### src/rtl/id_pkg.sv
// -----------------------------------------------------------------------------
// id_pkg
// Shared definitions for the decode stage: supported opcodes, ALUOp
// encodings, immediate format selector and the decoded control bundle.
// -----------------------------------------------------------------------------
package id_pkg;

  localparam logic [6:0] OPC_R      = 7'b0110011;
  localparam logic [6:0] OPC_I_ALU  = 7'b0010011;
  localparam logic [6:0] OPC_LOAD   = 7'b0000011;
  localparam logic [6:0] OPC_STORE  = 7'b0100011;
  localparam logic [6:0] OPC_BRANCH = 7'b1100011;

  localparam logic [1:0] ALUOP_LDST   = 2'b00;
  localparam logic [1:0] ALUOP_BRANCH = 2'b01;
  localparam logic [1:0] ALUOP_RTYPE  = 2'b10;
  localparam logic [1:0] ALUOP_IALU   = 2'b11;

  typedef enum logic [1:0] {
    IMM_NONE,
    IMM_I,
    IMM_S,
    IMM_B
  } imm_type_e;

  typedef struct packed {
    logic       alusrc;
    logic       branch;
    logic       memread;
    logic       memwrite;
    logic       memtoreg;
    logic       regwrite;
    logic [1:0] alu_op;
  } ctrl_t;

  localparam ctrl_t CTRL_NONE = '0;

  // Formats whose rs2 field is a real source operand. I-type and LOAD carry
  // immediate bits there, so a match on those must not stall.
  function automatic logic reads_rs2(input logic [6:0] opcode);
    return (opcode == OPC_R) || (opcode == OPC_STORE) || (opcode == OPC_BRANCH);
  endfunction

endpackage

### src/rtl/id_ctrl_decode.sv
// -----------------------------------------------------------------------------
// id_ctrl_decode
// Purely combinational decode of one instruction word: control bundle,
// illegal-opcode flag, register fields and the sign-extended immediate.
//
// Ports
//   instr        in   32    instruction word
//   rs1, rs2, rd out  5     register fields
//   alu_control  out  10    {funct7, funct3}
//   alu_op       out  2     ALUOp class
//   alusrc .. regwrite out 1 datapath controls
//   illegal      out  1     opcode outside the supported set
//   imm          out  XLEN  sign-extended immediate (0 for R / illegal)
// -----------------------------------------------------------------------------
module id_ctrl_decode
  import id_pkg::*;
#(
  parameter int XLEN = 64
) (
  input  logic [31:0]     instr,
  output logic [4:0]      rs1,
  output logic [4:0]      rs2,
  output logic [4:0]      rd,
  output logic [9:0]      alu_control,
  output logic [1:0]      alu_op,
  output logic            alusrc,
  output logic            branch,
  output logic            memread,
  output logic            memwrite,
  output logic            memtoreg,
  output logic            regwrite,
  output logic            illegal,
  output logic [XLEN-1:0] imm
);

  ctrl_t     ctrl;
  imm_type_e imm_type;

  always_comb begin
    ctrl     = CTRL_NONE;
    imm_type = IMM_NONE;
    illegal  = 1'b0;
    case (instr[6:0])
      OPC_R: begin
        ctrl.regwrite = 1'b1;
        ctrl.alu_op   = ALUOP_RTYPE;
      end
      OPC_I_ALU: begin
        ctrl.regwrite = 1'b1;
        ctrl.alusrc   = 1'b1;
        ctrl.alu_op   = ALUOP_IALU;
        imm_type      = IMM_I;
      end
      OPC_LOAD: begin
        ctrl.regwrite = 1'b1;
        ctrl.alusrc   = 1'b1;
        ctrl.memread  = 1'b1;
        ctrl.memtoreg = 1'b1;
        ctrl.alu_op   = ALUOP_LDST;
        imm_type      = IMM_I;
      end
      OPC_STORE: begin
        ctrl.alusrc   = 1'b1;
        ctrl.memwrite = 1'b1;
        ctrl.alu_op   = ALUOP_LDST;
        imm_type      = IMM_S;
      end
      OPC_BRANCH: begin
        ctrl.branch   = 1'b1;
        ctrl.alu_op   = ALUOP_BRANCH;
        imm_type      = IMM_B;
      end
      default: illegal = 1'b1;
    endcase
  end

  always_comb begin
    imm = '0;
    case (imm_type)
      IMM_I: imm = {{(XLEN-12){instr[31]}}, instr[31:20]};
      IMM_S: imm = {{(XLEN-12){instr[31]}}, instr[31:25], instr[11:7]};
      IMM_B: imm = {{(XLEN-13){instr[31]}}, instr[31], instr[7],
                    instr[30:25], instr[11:8], 1'b0};
      default: imm = '0;
    endcase
  end

  assign rs1         = instr[19:15];
  assign rs2         = instr[24:20];
  assign rd          = instr[11:7];
  assign alu_control = {instr[31:25], instr[14:12]};
  assign alu_op      = ctrl.alu_op;
  assign alusrc      = ctrl.alusrc;
  assign branch      = ctrl.branch;
  assign memread     = ctrl.memread;
  assign memwrite    = ctrl.memwrite;
  assign memtoreg    = ctrl.memtoreg;
  assign regwrite    = ctrl.regwrite;

endmodule

### src/rtl/id_stage_pipe.sv
// -----------------------------------------------------------------------------
// id_stage_pipe
// Decode stage with built-in ID/EX register. Takes an instruction plus its
// register-file read data under valid/ready, registers the decoded payload
// and presents it to EX one cycle later. Handles flush, back-pressure and
// (optionally) load-use bubble insertion.
//
// Build option
//   ID_HAZARD_DETECT_EN  defined: load-use hazard detection, one-cycle bubble
//                        insertion and a saturating bubble counter.
//                        undefined: hazard tied low, stall_count tied 0.
//
// Ports
//   clk, rst                 clock, async active-high reset
//   in_valid/in_ready        upstream handshake
//   in_pc, in_instr          fetched instruction
//   rf_rs1, rf_rs2           register-file read addresses (combinational)
//   rs1_data, rs2_data       register-file read data, same cycle
//   flush                    drop held and incoming instruction
//   out_valid/out_ready      EX handshake
//   out_*                    registered decoded payload
//   stall_count              number of bubbles inserted (saturating)
// -----------------------------------------------------------------------------
module id_stage_pipe
  import id_pkg::*;
#(
  parameter int XLEN        = 64,
  parameter int STALL_CNT_W = 32
) (
  input  logic                   clk,
  input  logic                   rst,
  input  logic                   in_valid,
  output logic                   in_ready,
  input  logic [XLEN-1:0]        in_pc,
  input  logic [31:0]            in_instr,
  output logic [4:0]             rf_rs1,
  output logic [4:0]             rf_rs2,
  input  logic [XLEN-1:0]        rs1_data,
  input  logic [XLEN-1:0]        rs2_data,
  input  logic                   flush,
  output logic                   out_valid,
  input  logic                   out_ready,
  output logic [XLEN-1:0]        out_pc,
  output logic [XLEN-1:0]        out_rs1_data,
  output logic [XLEN-1:0]        out_rs2_data,
  output logic [XLEN-1:0]        out_imm,
  output logic [4:0]             out_rd,
  output logic [4:0]             out_rs1,
  output logic [4:0]             out_rs2,
  output logic [9:0]             out_alu_control,
  output logic [1:0]             out_alu_op,
  output logic                   out_alusrc,
  output logic                   out_branch,
  output logic                   out_memread,
  output logic                   out_memwrite,
  output logic                   out_memtoreg,
  output logic                   out_regwrite,
  output logic [31:0]            out_instr,
  output logic                   out_illegal,
  output logic [STALL_CNT_W-1:0] stall_count
);

  logic [4:0]      d_rd;
  logic [9:0]      d_alu_control;
  logic [1:0]      d_alu_op;
  logic            d_alusrc;
  logic            d_branch;
  logic            d_memread;
  logic            d_memwrite;
  logic            d_memtoreg;
  logic            d_regwrite;
  logic            d_illegal;
  logic [XLEN-1:0] d_imm;

  logic advance;
  logic hazard;
  logic load;

  id_ctrl_decode #(
    .XLEN (XLEN)
  ) u_decode (
    .instr       (in_instr),
    .rs1         (rf_rs1),
    .rs2         (rf_rs2),
    .rd          (d_rd),
    .alu_control (d_alu_control),
    .alu_op      (d_alu_op),
    .alusrc      (d_alusrc),
    .branch      (d_branch),
    .memread     (d_memread),
    .memwrite    (d_memwrite),
    .memtoreg    (d_memtoreg),
    .regwrite    (d_regwrite),
    .illegal     (d_illegal),
    .imm         (d_imm)
  );

  // The register can take a new word when it is empty or EX drains it now.
  assign advance = !out_valid || out_ready;

`ifdef ID_HAZARD_DETECT_EN
  // A load sitting in ID/EX whose destination feeds the instruction now in
  // decode: its data only exists after MEM, so hold decode for one cycle.
  assign hazard = out_valid && out_memread && (out_rd != 5'd0) &&
                  ((out_rd == rf_rs1) ||
                   ((out_rd == rf_rs2) && reads_rs2(in_instr[6:0])));
`else
  assign hazard = 1'b0;
`endif

  // Held low during reset so upstream sees ready only after release.
  assign in_ready = !rst && advance && !hazard && !flush;
  assign load     = in_valid && in_ready;

  always_ff @(posedge clk or posedge rst) begin
    if (rst) begin
      out_valid       <= 1'b0;
      out_pc          <= '0;
      out_rs1_data    <= '0;
      out_rs2_data    <= '0;
      out_imm         <= '0;
      out_rd          <= '0;
      out_rs1         <= '0;
      out_rs2         <= '0;
      out_alu_control <= '0;
      out_alu_op      <= '0;
      out_alusrc      <= 1'b0;
      out_branch      <= 1'b0;
      out_memread     <= 1'b0;
      out_memwrite    <= 1'b0;
      out_memtoreg    <= 1'b0;
      out_regwrite    <= 1'b0;
      out_instr       <= '0;
      out_illegal     <= 1'b0;
    end else if (flush) begin
      out_valid <= 1'b0;
    end else if (load) begin
      out_valid       <= 1'b1;
      out_pc          <= in_pc;
      out_rs1_data    <= rs1_data;
      out_rs2_data    <= rs2_data;
      out_imm         <= d_imm;
      out_rd          <= d_rd;
      out_rs1         <= rf_rs1;
      out_rs2         <= rf_rs2;
      out_alu_control <= d_alu_control;
      out_alu_op      <= d_alu_op;
      out_alusrc      <= d_alusrc;
      out_branch      <= d_branch;
      out_memread     <= d_memread;
      out_memwrite    <= d_memwrite;
      out_memtoreg    <= d_memtoreg;
      out_regwrite    <= d_regwrite;
      out_instr       <= in_instr;
      out_illegal     <= d_illegal;
    end else if (advance) begin
      // Bubble or plain drain: either way the slot empties, payload is kept.
      out_valid <= 1'b0;
    end
  end

`ifdef ID_HAZARD_DETECT_EN
  always_ff @(posedge clk or posedge rst) begin
    if (rst) begin
      stall_count <= '0;
    end else if (!flush && advance && hazard && (stall_count != '1)) begin
      stall_count <= stall_count + STALL_CNT_W'(1);
    end
  end
`else
  assign stall_count = '0;
`endif

endmodule
### config.mk
export PLATFORM = sky130hd
export DESIGN_NAME = id_stage_pipe
export DESIGN_NICKNAME = d
export VERILOG_FILES = /design/src/rtl/id_pkg.sv /design/src/rtl/id_ctrl_decode.sv /design/src/rtl/id_stage_pipe.sv
export SDC_FILE = /design/constraint.sdc
export NUM_CORES = 1
export LEC_CHECK = 0
export CORE_AREA = 2 2 230 232
export CTS_CLUSTER_SIZE = 8
export DETAILED_ROUTE_END_ITERATION = 7
export DIE_AREA = 0 0 232 234
export HOLD_SLACK_MARGIN = 0.06
export SLEW_MARGIN = 5
export SYNTH_ARGS = -nofsm -noshare
export SYNTH_HDL_FRONTEND = slang
export SYNTH_SLANG_ARGS = --single-unit
export TNS_END_PERCENT = 5
### constraint.sdc
create_clock -name clk -period 12.2 [get_ports clk]
set_clock_uncertainty 0.2 [all_clocks]
set_input_delay 3.05 -clock clk [delete_from_list [all_inputs] [get_ports clk]]
set_output_delay 3.05 -clock clk [all_outputs]
set_load 0.01 [all_outputs]
## Yosys cells after proc, flatten, opt, wreduce, memory -nomap -nowiden

Index checks and enable logic that the tools add are counted.
W data, S select, Z words.

| operators by class | value |
|---|---|
| divide/modulo/power cells | 0 |
| add/sub/neg operators | 0 |
| order comparisons | 0 |
| reduce and logical (&&, ||, !) cells | 13 |
| eq/ne operators | 8 |
| shift-type cells | 0 |
| bitwise operators | 1 |
| multipliers | 0 |
| multiplexer cells | 12 |

Operators by type and width:

| operator | number |
|---|---|
| $pmux W64 S3 | 1 |
| $eq A7 B6 Y1 const B | 2 |
| $pmux W2 S3 | 2 |
| $mux W1 | 9 |
| $eq A7 B2 Y1 const B | 1 |
| $eq A7 B5 Y1 const B | 1 |
| $eq A7 B7 Y1 const B | 1 |
| $reduce_or A3 Y1 | 2 |
| $reduce_or A5 Y1 | 1 |
| $eq A2 B2 Y1 const B | 2 |
| $logic_and A1 B1 Y1 | 3 |
| $logic_not A1 Y1 | 3 |
| $reduce_bool A3 Y1 | 1 |
| $eq A2 B1 Y1 const B | 1 |
| $reduce_and A2 Y1 | 1 |
| $reduce_or A2 Y1 | 1 |
| $logic_or A1 B1 Y1 | 1 |
| $not A1 Y1 | 1 |

| word-level totals | value |
|---|---|
| input port bits | 229 |
| bits in writable memories | 0 |
| logic and storage cells | 51 |
| register bits after elaboration | 322 |
| output and inout port bits | 366 |
| memories kept | 0 |
| memory bits (read-only) | 0 |
| bits in latches | 0 |

## Depth between registers and ports, before layout

| logic depth | value |
|---|---|
| word-level depth | 7 |
| mapped depth | 5 |
| mapped depth without buffers | 3 |

## Modules after synthesis

From an unflattened synthesis, not the netlist that was laid out.

| unflattened totals | value |
|---|---|
| cells, all modules | 848 |
| area total of the unflattened synthesis | 13563.0 µm² |

Modules (own cells, without submodules):

| module | times used | area an instance (µm²) | seq. area each (µm²) | cells each |
|---|---|---|---|---|
| id_stage_pipe | 1 | 12589.6 | 8082.8 | 720 |
| id_ctrl_decode | 1 | 973.4 | 0.0 | 128 |

## Worst setup path after synthesis

Ideal clock, no wire load.

| timing path | value |
|---|---|
| path kind | input -> output |
| start point | in out_ready |
| end point | out in_ready |
| slack | 5.542 ns |
| path buffers | 0 |
| data required time | 8.950 ns |
| stages | 2 |
| data arrival time | 3.408 ns |
| cells stage by stage | nor2b_1 nor3_1 |

| on the way | value |
|---|---|
| longest elaborated chain between the ends | 3 |

RTL lines:

| item | line | source |
|---|---|---|
| start, declared | id_stage_pipe.sv:42 | `input logic out_ready,` |
| $logic_or A1 B1 Y1 | id_stage_pipe.sv:99 | `assign advance = !out_valid \|\| out_ready;` |
| $logic_and A1 B1 Y1 (2 in series) | id_stage_pipe.sv:112 | `assign in_ready = !rst && advance && !hazard && !flush;` |
| end, declared | id_stage_pipe.sv:33 | `output logic in_ready,` |

Every way passes these cells.

## Worst setup path after layout

| timing path | value |
|---|---|
| start point | in rst |
| end point | out in_ready |

| on the way | value |
|---|---|
| longest elaborated chain between the ends | 3 |

RTL lines:

| item | line | source |
|---|---|---|
| start, declared | id_stage_pipe.sv:31 | `input logic rst,` |
| $logic_not A1 Y1 (no source line) | - |  |
| $logic_and A1 B1 Y1 (2 in series) | id_stage_pipe.sv:112 |  |

Every way passes these cells.

==> flow_metrics.env <==
export IMPL_synth_cells=694
export IMPL_synth_fa_ha_area_share_pct=0
export IMPL_postLayoutCellArea_um2=16880
export IMPL_finalCriticalPeriod_ns=7.681
export IMPL_antenna_found_initial=0
export IMPL_cts_root_buf="clkbuf_16"
export IMPL_worst_path_stages=3
export IMPL_netlist_area_um2=10470
export IMPL_post_cts_setup_buffers=0
export IMPL_portBuffers=562
export IMPL_yosysWarnings=0
export IMPL_coreArea_um2=52020
export IMPL_cp_top_family="buffers and inverters"
export IMPL_cp_start_kind="input pin"
export IMPL_slew_violations=0
export IMPL_grt_max_degree=136
export IMPL_cts_tree="done"
export IMPL_routedWlPerCell_um=15.78
export IMPL_crit_start="rst"
export IMPL_synth_simple_gate_area_share_pct=2.475
export IMPL_synth_top_family_by_area="multiplexers"
export IMPL_worst_pin_slew_ns=0.9471
export IMPL_cts_made_buffers=36
export IMPL_cts_sinks=246
export IMPL_syn_area_per_cell_um2=15.08
export IMPL_dr_pass1_iters=4
export IMPL_yosys_mux_area_fraction_pct=26.43
export IMPL_cp_end_kind="primary output"
export IMPL_finalWeightedCongestion=0.7204
export IMPL_status="completed"
export IMPL_maxCapViolations=0
export IMPL_crit_fanout=3
export IMPL_hold_start="out_pc[26]$_DFFE_PP0P_"
export IMPL_synthXorXnorAreaFrac_pct=0
export IMPL_min_delay_path_depth=1
export IMPL_worstPathCellList="clkdlybuf4s50_1, nor3_1, clkdlybuf4s50_1"
export IMPL_cts_path_max_buffers=3
export IMPL_vias_per_cell=3.844
export IMPL_path_common_cell="clkdlybuf4s50_1"
export IMPL_setup_violations=0
export IMPL_postCtsResizedCells=0
export IMPL_pin_count=595
export IMPL_drc=0
export IMPL_ant_nets=0
export IMPL_drt_iter0_drc=127
export IMPL_hold_viol=0
export IMPL_hold_class="reg -> reg"
export IMPL_fmax_ghz=0.1302
export IMPL_vdd_ir_drop_max_uv=91.64
export IMPL_die_w_um=232
export IMPL_place_area_um2=15950
export IMPL_synth_seq_cells=246
export IMPL_synth_compound_area_share_pct=0.5140
export IMPL_dr_total_vias=7185
export IMPL_synth_most_common_cell="dfrtp_1"
export IMPL_synth_async_reset_ratio_pct=100.0
export IMPL_slowest_delay_ns=0.57
export IMPL_drive_above_1_share_pct=22.69
export IMPL_chipHeight_um=234
export IMPL_initial_utilization_pct=20.12
export IMPL_htreeDepth=2
export IMPL_grt_pass1_wl_mm=44.00
export IMPL_drt_total_wl_mm=29.50
export IMPL_holdBufCountCts=0
export IMPL_fp_row_count=84
export IMPL_synth_seq_area_share_pct=58.82
export IMPL_synthTopCellsByCount="dfrtp_1, mux2_2, buf_4"
export IMPL_area_growth_pct=61.27
export IMPL_grt_pass1_vias=7556
export IMPL_nNetsFinal=1409
export IMPL_power_density_nw_per_um2=158.0
export IMPL_required_ns=8.95
export IMPL_synth_largest_area_cell="dfrtp_1"
export IMPL_clkSlewWorstSetupHoldPaths_ns=0.05
export IMPL_period_share_pct=62.96
export IMPL_antenna_cells=0
export IMPL_synth_main_ff_cell="dfrtp_1"
export IMPL_place_detailed_hpwl_mm=21.93
export IMPL_grt_usage_pct=10.41
export IMPL_hold_ws_ns=0.2801
export IMPL_synthTopCellsByArea="dfrtp_1, mux2_2, buf_4"
export IMPL_path_class="in -> out"
export IMPL_setup_tns_final_ns=0
export IMPL_grt_overflow=0
export IMPL_clk_latency_ns=0.51
export IMPL_critPathBufInv=2
export IMPL_r2r_cells=5
export IMPL_p_leak_nw=6.807
export IMPL_r2r_start="out_valid$_DFFE_PP0P_"
export IMPL_cpMaxStageDelayCell="clkdlybuf4s50_1"
export IMPL_rsz0062_at_grt="false"
export IMPL_synth_edf_count=0
export IMPL_arrival_ns=4.43
export IMPL_synth_top_area_share_pct=58.82
export IMPL_synth_distinct_cells=29
export IMPL_fillers=5191
export IMPL_die_area_um2=54290
export IMPL_slew_headroom_pct=36.86
-- power by group --
group          total, mW  leakage [nW]  switching (mW)  internal (mW)
Clock              0.867         0.458           0.337          0.530
Sequential          1.06          2.95          0.0874          0.972
Combinational      0.741          3.39           0.266          0.475
Total               2.67          6.81           0.690           1.98
-- placed cells by master (no fill, tap or decap), drive strengths merged --
cell type	count
a2111oi	1
a211oi	1
a21o	1
a21oi	5
and2	1
and3	7
buf	7
clkbuf	39
clkdlybuf4s50	562
conb	32
dfrtp	246
inv	5
mux2	243
mux2i	3
nand2b	2
nand3	2
nand3b	6
nand4b	1
nor2	1
nor2b	3
nor3	3
nor4	1
nor4b	1
nor4bb	1
o21ai	1
or3b	5
or4bb	1
-- metrics by stage --
stage / std cells / util, % / setup slack (ns) / power (mW)
after CTS: 1869 / 32.44 / 4.508 / 2.730
after floorplan: 725 / - / 2.192 / 1.364
after global placement: 1830 / 30.65 / 4.501 / 1.813
final: 1869 / 32.44 / 4.519 / 2.667
after detailed placement: 1830 / 30.65 / 4.525 / 1.824
after global routing: 1869 / 32.44 / 4.474 / 2.820
-- final cells by class --
type / instances / area [um^2] / share of cell area [%]
Clock buffer: 39 / 933.4 / 5.530
Inverter: 5 / 26.28 / 0.1557
Multi-Input combinational cell: 322 / 3199 / 18.95
Sequential cell: 246 / 6156 / 36.47
Tap cell: 688 / 860.8 / 5.100
Timing Repair Buffer: 569 / 5703 / 33.79
-- path summary, 6_finish.rpt --
kind	to	slack, ns
min in group asynchronous	out_valid$_DFFE_PP0P_	2.94
setup reg to reg	out_rs1_data[50]$_DFFE_PP0P_	9.21
max in group asynchronous	out_rs2_data[5]$_DFFE_PP0P_	7.49
setup / recovery	in_ready	4.52
hold reg to reg	out_pc[26]$_DFFE_PP0P_	0.28
hold / removal	out_pc[26]$_DFFE_PP0P_	0.28
-- cells by family (layout without fill, tap and decap cells) --
family,after synthesis,after routing
other,1,32
AO/OA/AOI/OAI,9,9
multiplexers,246,246
AND/OR/NAND/NOR,35,35
buffers and inverters,157,613
flip-flops,246,246
-- sequential cells by signal, summed over array words and instances (netlist names) --
| register | count |
|---|---|
| out_valid | 1 |
| out_rs1 | 4 |
| out_illegal | 1 |
| out_branch | 1 |
| out_memwrite | 1 |
| out_memtoreg | 1 |
| out_alu_control | 10 |
| out_rs1_data | 64 |
| out_instr | 10 |
| out_rs2 | 4 |
| out_alu_op | 2 |
| out_rs2_data | 64 |
| out_imm | 13 |
| out_rd | 4 |
| out_regwrite | 1 |
| out_pc | 64 |
| out_alusrc | 1 |
-- worst register-to-register path: cells and delay by family, from the launching register on --
family	cells	cell delay, ns
buf+inv	2	1.38
flops	1	0.38
mux	1	0.50
simple gates	2	0.42
-- metal layers --
layer / track usage, % / up-vias / share of wire [%]
li1: - / 3201 / -
met1: 11.09 / 3566 / 36
met2: 18.00 / 363 / 51
met3: 4.572 / 55 / 10
met4: 4.267 / 0 / 3.3
met5: 0 / - / 0
Note: power is estimated with default switching activity, not from simulation.
